**config.mk**
```make
export PLATFORM = sky130hd
export DESIGN_NAME = mem_wb_stage
export DESIGN_NICKNAME = d
export VERILOG_FILES = /design/src/rtl/mem_wb_stage_pkg.sv /design/src/rtl/load_extend.sv /design/src/rtl/mem_wb_stage.sv
export SDC_FILE = /design/constraint.sdc
export NUM_CORES = 1
export LEC_CHECK = 0
export CORE_ASPECT_RATIO = 0.7
export CORE_MARGIN = 10
export CORE_UTILIZATION = 27
export CTS_CLUSTER_DIAMETER = 80
export DETAILED_ROUTE_END_ITERATION = 16
export DONT_BUFFER_PORTS = 1
export PLACE_DENSITY = 0.37
export SLEW_MARGIN = 20
export SYNTH_ARGS = -nofsm -noshare
export SYNTH_HDL_FRONTEND = slang
export SYNTH_SLANG_ARGS = --single-unit
```
**constraint.sdc**
```tcl
create_clock -name clk -period 1.9 [get_ports clk]
set_input_delay 0.38 -clock clk [delete_from_list [all_inputs] [get_ports clk]]
set_output_delay 0.38 -clock clk [all_outputs]
set_load 0.01 [all_outputs]
```
**src/rtl/mem_wb_stage_pkg.sv**
```systemverilog
// Shared CPU definitions for the memory/write-back stage: load type codes,
// stage FSM encoding and the hard-wired zero register.
package mem_wb_stage_pkg;

  localparam logic [2:0] LOAD_LW  = 3'd0;
  localparam logic [2:0] LOAD_LH  = 3'd1;
  localparam logic [2:0] LOAD_LHU = 3'd2;
  localparam logic [2:0] LOAD_LB  = 3'd3;
  localparam logic [2:0] LOAD_LBU = 3'd4;

  typedef enum logic [1:0] {
    ST_IDLE     = 2'd0,
    ST_WAIT_MEM = 2'd1,
    ST_WRITE    = 2'd2
  } wb_state_e;

  localparam int REG_ZERO = 0;

endpackage

```
**src/rtl/load_extend.sv**
```systemverilog
// Little-endian load alignment: selects the byte/half addressed by offset
// and sign- or zero-extends it; unknown type codes behave as a full word.
module load_extend
  import mem_wb_stage_pkg::*;
#(
  parameter int DATA_W = 32
) (
  input  logic [DATA_W-1:0] rdata,
  input  logic [2:0]        load_type,
  input  logic [1:0]        offset,
  output logic [DATA_W-1:0] data
);

  logic [7:0]  byte_sel;
  logic [15:0] half_sel;

  always_comb begin
    byte_sel = rdata[{offset, 3'b000} +: 8];
    // Halfword alignment only looks at offset[1]; offset[0] is ignored.
    half_sel = offset[1] ? rdata[31:16] : rdata[15:0];
    case (load_type)
      LOAD_LB:  data = {{(DATA_W-8){byte_sel[7]}}, byte_sel};
      LOAD_LBU: data = {{(DATA_W-8){1'b0}}, byte_sel};
      LOAD_LH:  data = {{(DATA_W-16){half_sel[15]}}, half_sel};
      LOAD_LHU: data = {{(DATA_W-16){1'b0}}, half_sel};
      default:  data = rdata;
    endcase
  end

endmodule

```
**src/rtl/mem_wb_stage.sv**
```systemverilog
// Memory/write-back stage: captures retiring instructions, waits for load
// data, extends it and drives the register-file write port plus forwarding.
module mem_wb_stage
  import mem_wb_stage_pkg::*;
#(
  parameter int DATA_W = 32,
  parameter int ADDR_W = 5
) (
  input  logic              clk,
  input  logic              rst_n,
  input  logic              in_valid,
  output logic              in_ready,
  input  logic              in_wen,
  input  logic [ADDR_W-1:0] in_waddr,
  input  logic [DATA_W-1:0] in_result,
  input  logic              in_is_load,
  input  logic [2:0]        in_load_type,
  input  logic [DATA_W-1:0] dmem_rdata,
  input  logic              dmem_rvalid,
  input  logic              flush,
  output logic              rf_wen,
  output logic [ADDR_W-1:0] rf_waddr,
  output logic [DATA_W-1:0] rf_wdata,
  output logic              fwd_valid,
  output logic [ADDR_W-1:0] fwd_addr,
  output logic [DATA_W-1:0] fwd_data,
  output logic              load_pending,
  output logic [ADDR_W-1:0] load_pending_addr,
  output logic [1:0]        state_dbg
);

  localparam logic [ADDR_W-1:0] ZERO_ADDR = ADDR_W'(REG_ZERO);

  wb_state_e state_q, state_d;
  logic      accept;
  logic      load_done;

  logic [ADDR_W-1:0] waddr_q;
  logic              wen_q;
  logic [2:0]        type_q;
  logic [1:0]        offset_q;
  logic [DATA_W-1:0] ext_data;

  logic              rf_wen_q;
  logic [ADDR_W-1:0] rf_waddr_q;
  logic [DATA_W-1:0] rf_wdata_q;

  load_extend #(.DATA_W(DATA_W)) u_load_extend (
    .rdata     (dmem_rdata),
    .load_type (type_q),
    .offset    (offset_q),
    .data      (ext_data)
  );

  // Handshake: an instruction transfers when in_valid & in_ready & ~flush on
  // a rising edge; in_ready drops only while a load waits for dmem_rvalid.
  always_comb begin
    state_d   = state_q;
    in_ready  = 1'b1;
    accept    = 1'b0;
    load_done = 1'b0;
    case (state_q)
      ST_IDLE, ST_WRITE: begin
        accept  = in_valid & ~flush;
        state_d = accept ? (in_is_load ? ST_WAIT_MEM : ST_WRITE) : ST_IDLE;
      end
      ST_WAIT_MEM: begin
        in_ready = 1'b0;
        if (flush) begin
          state_d = ST_IDLE;
        end else if (dmem_rvalid) begin
          load_done = 1'b1;
          state_d   = ST_WRITE;
        end
      end
      default: state_d = ST_IDLE;
    endcase
  end

  always_ff @(posedge clk) begin
    if (!rst_n) begin
      state_q    <= ST_IDLE;
      waddr_q    <= '0;
      wen_q      <= 1'b0;
      type_q     <= LOAD_LW;
      offset_q   <= 2'd0;
      rf_wen_q   <= 1'b0;
      rf_waddr_q <= '0;
      rf_wdata_q <= '0;
    end else begin
      state_q  <= state_d;
      rf_wen_q <= 1'b0;
      if (accept) begin
        waddr_q  <= in_waddr;
        wen_q    <= in_wen;
        type_q   <= in_load_type;
        offset_q <= in_result[1:0];
        // ALU results skip WAIT_MEM and are presented on the very next cycle.
        if (!in_is_load) begin
          rf_wen_q   <= in_wen & (in_waddr != ZERO_ADDR);
          rf_waddr_q <= in_waddr;
          rf_wdata_q <= in_result;
        end
      end
      if (load_done) begin
        rf_wen_q   <= wen_q & (waddr_q != ZERO_ADDR);
        rf_waddr_q <= waddr_q;
        rf_wdata_q <= ext_data;
      end
    end
  end

  assign rf_wen            = rf_wen_q;
  assign rf_waddr          = rf_waddr_q;
  assign rf_wdata          = rf_wdata_q;
  assign fwd_valid         = rf_wen_q;
  assign fwd_addr          = rf_waddr_q;
  assign fwd_data          = rf_wdata_q;
  assign load_pending      = (state_q == ST_WAIT_MEM) & wen_q & (waddr_q != ZERO_ADDR);
  assign load_pending_addr = waddr_q;
  assign state_dbg         = state_q;

endmodule

```
==> results.md, run 1 <==
* Die span in x at 148.5 um
* CP Max Fanout at 4
* Synth-to-Final Area Change at 5.691%
* Worst vdd ir at 0.0003088 V
* Post-synth ARST share at 0%
* Share of cells above drive strength 1 at 18.05%
* Max_slew headroom at 64.85%
* Max Root-Sink Buffers at 2
* Met1 Use GR at 18.51%
* DRC at 0
* Largest family of logic cells by synthesized area: compound AO/OA/AOI/OAI gates
* Routed wire length at 11680 um
* Antenna viol nets, final at 0
* DR iter-0 viols at 254
* Synth Area in XOR/XNOR at less than 1%
* CP arrival at 1.46 ns
* I/O pin count at ~160
* Top cells by area, synth: dfxtp_1 33%, buf_4 9.6%, o221ai_1 8.1%, a21oi_1 7.2%, mux2i_1 6.4%
* Grt peak-use layer: met2
* Die extent in y at 110.0 um
* Total congestion overflow at 0
* Final setup fails at 0
* Post-synth EDFFs at 0
* Drt first pass iters at 5
* First-pass GRT wire length at 17250 um
* Post-Synth Simple-Gate Area at about 14%
* Row count at 32
* Final hold slack at 0.2151 ns
* Tcrit/Tclk final at 96.76%
* Startpoint Class: register
* RSZ-0062 raised after global routing: false
* Crit path kind: register to output port
* Vias after detailed routing at 2643
* Via/cell ratio at 5.383
* Status: complete, no violations
* Worst Path Required at between 1.5 and 2 ns
* Syn avg cell area at 8.506 sq um
* Hold WC Path Type: input port to register
* Wire length per cell at approximately 24 um
* CTS tree: done
* Final Skew at 0.002695 ns
* Area share of the leading cell type in the synthesized netlist at approximately 33%
* Post-synth top flop: dfxtp_1
* Worst-Skew Late Latency at 0.29 ns
* Sequential-to-total area share from yosys stat at 32.71%
* Port Buffers at 0
* Post-synth top area cell: dfxtp_1
* Clk root buf: clkbuf_16
* YS warnings at 0
* GPL Wtd Cong at 0.8380
* Met2 global-route usage at about a fifth
* Distinct cells, synth at 43
* PD cells at 769.6 nW/um^2
* Max-cap viol count at 0
* NumNets Final at ~420
* Syn nets at 446
* TritonCTS Buffers at 5
* Synth Area in Adders at 0.3206%
* Mapped Cells at 367
* Leak at 1.305 nW
* Largest net degree at the start of global routing at 52
* Power, Total at between 2 and 3 mW
* Tightest Pin Transition at 0.5125 ns
* Number of global-route vias before repair at 2637
* Post-Syn Area at 3122 sq um
* Core area at around 11000 sq um
* Clock-pin slew on the worst setup and hold paths at about 0.07 ns
* Count of pins over their slew limit at 0
* Synth Register Bits at 51
* CTS H-tree depth at 2
* Hold Fails Final Rpt at 0
* Mux cell area share after synthesis at 11.34%
* Starting Density at 27.95%
* Area fraction in compound gates after synthesis at 26.25%
* Max Fclk at 544.0 MHz
* Total negative setup slack at 0 ns
* Initial antenna violation count at 0
* Met3 usage at slightly below 6%
* Fillers at about 1200
* Clock sinks at 51
* GRT Total Usage at roughly 14%
* Final min period at 1.838 ns
* Ant. Diodes at 0
* Crit end category: output port
* Die area at 16330 sq um
* Detailed Place HPWL at 8989 um
cells in the final DEF, fill, tap and decap left out, types with 3 or more instances in the layout:
master	n
mux2i_1	17
mux2i_2	3
o221ai_1	29
o211a_1	5
dfxtp_1	49
a21oi_1	45
buf_4	26
a221oi_1	8
or2_2	3
nor2_1	16
o21ai_0	18
inv_1	9
nand2b_1	5
and3_1	3
and2_1	3
clkbuf_16	5
nand2_1	29
nor2b_1	14
mux2_2	9
a222oi_1	6
state kept, by name, summed over array words and instances (netlist names):
signal,flops
state_dbg,2
type_q,3
fwd_data,32
load_pending_addr,5
fwd_addr,5
wen_q,1
fwd_valid,1
offset_q,2
logic make-up after synthesis:
kind of cell	Yosys count
and+or+nand+nor	86
DFF	51
xor gates and xnor gates	2
AOI/OAI and AO/OA	121
muxes	32
buffers and inverters	74
adders and majority gates	1
cell usage after synthesis, types with 3 or more instances:
cell type  number
and3_1          3
and2_1          3
buf_2          11
nor2b_1        14
dfxtp_1        51
clkbuf_1       11
a221oi_1        8
o21ai_0        19
or2_2           3
o211a_1         5
inv_1           9
buf_4          40
mux2i_1        20
nand2_1        29
mux2_2          9
nor2_1         16
a222oi_1        6
a21oi_1        45
nand2b_1        5
o221ai_1       29
metrics by stage:
| step | area, sq um | worst slack, ns | cells | util [%] |
|---|---|---|---|---|
| finish | 3299 | 0.06162 | 491 | 29.54 |
| global route | 3299 | 0.006171 | 491 | 29.54 |
| CTS | 3278 | 0.0003940 | 491 | 29.35 |
| detailed placement | 3141 | 0.01310 | 483 | 28.11 |
| global placement | 3141 | 0.01913 | 483 | 28.11 |
| floorplan | 3122 | 0.1808 | 367 | - |
final cells by class:
type / instances / area, sq um / share of cell area, %
multi-input cells: 242 / 1678 / 50.85
clock buffers: 7 / 132.6 / 4.020
repair buffers: 28 / 235.2 / 7.129
inverters: 9 / 33.78 / 1.024
well taps: 153 / 191.4 / 5.802
flip-flops and latches: 51 / 1023 / 31.02
clock inverters: 1 / 5.005 / 0.1517
final timing paths:
| path | slack (ns) | cells after the start | from | to |
|---|---|---|---|---|
| min reg2reg | 0.55 | 2 | wen_q$_SDFFE_PN0P_ | wen_q$_SDFFE_PN0P_ |
| max reg2reg | 0.17 | 5 | offset_q[1]$_SDFFE_PN0P_ | fwd_data[18]$_SDFFE_PN0P_ |
| max | 0.06 | 3 | load_pending_addr[4]$_SDFFE_PN0P_ | load_pending |
| min | 0.22 | 1 | rst_n | type_q[2]$_SDFFE_PN0P_ |
report_power, final:
part | total [mW] | switching [mW] | internal (mW) | leakage [nW]
Sequential | 1.24 | 0.109 | 1.13 | 0.418
Clock | 0.906 | 0.417 | 0.489 | 0.0679
Combinational | 0.397 | 0.213 | 0.185 | 0.819
worst max-delay path, cell delays in order, from the launching register on:
cell     delay [ns]
dfxtp_1        0.38
or4_1          0.54
o21ai_2        0.15
nor2_1         0.09
layer usage:
layer	wire [um]	vias up
li1	-	1257
met1	5373	1252
met2	4979	126
met3	1233	8
met4	94	0
met5	0	-
what timing repair did:
action,in CTS,in global routing
pin swaps,0,0
gates resized for setup,1,7
hold endpoints to repair,0,0
setup buffers,0,0
hold buffers,0,0
endpoints found under the setup margin,1,19
Note: power is estimated with default switching activity, not from simulation.
==> run 2: changes to the inputs <==
--- a/config.mk
+++ b/config.mk
@@ -8,7 +8,6 @@
 export CORE_ASPECT_RATIO = 0.7
 export CORE_MARGIN = 10
 export CORE_UTILIZATION = 27
-export CTS_CLUSTER_DIAMETER = 80
 export DETAILED_ROUTE_END_ITERATION = 16
 export DONT_BUFFER_PORTS = 1
 export PLACE_DENSITY = 0.37
==> results of run 2 <==
No change in the layout: final DEF, timing and power equal those of run 1.
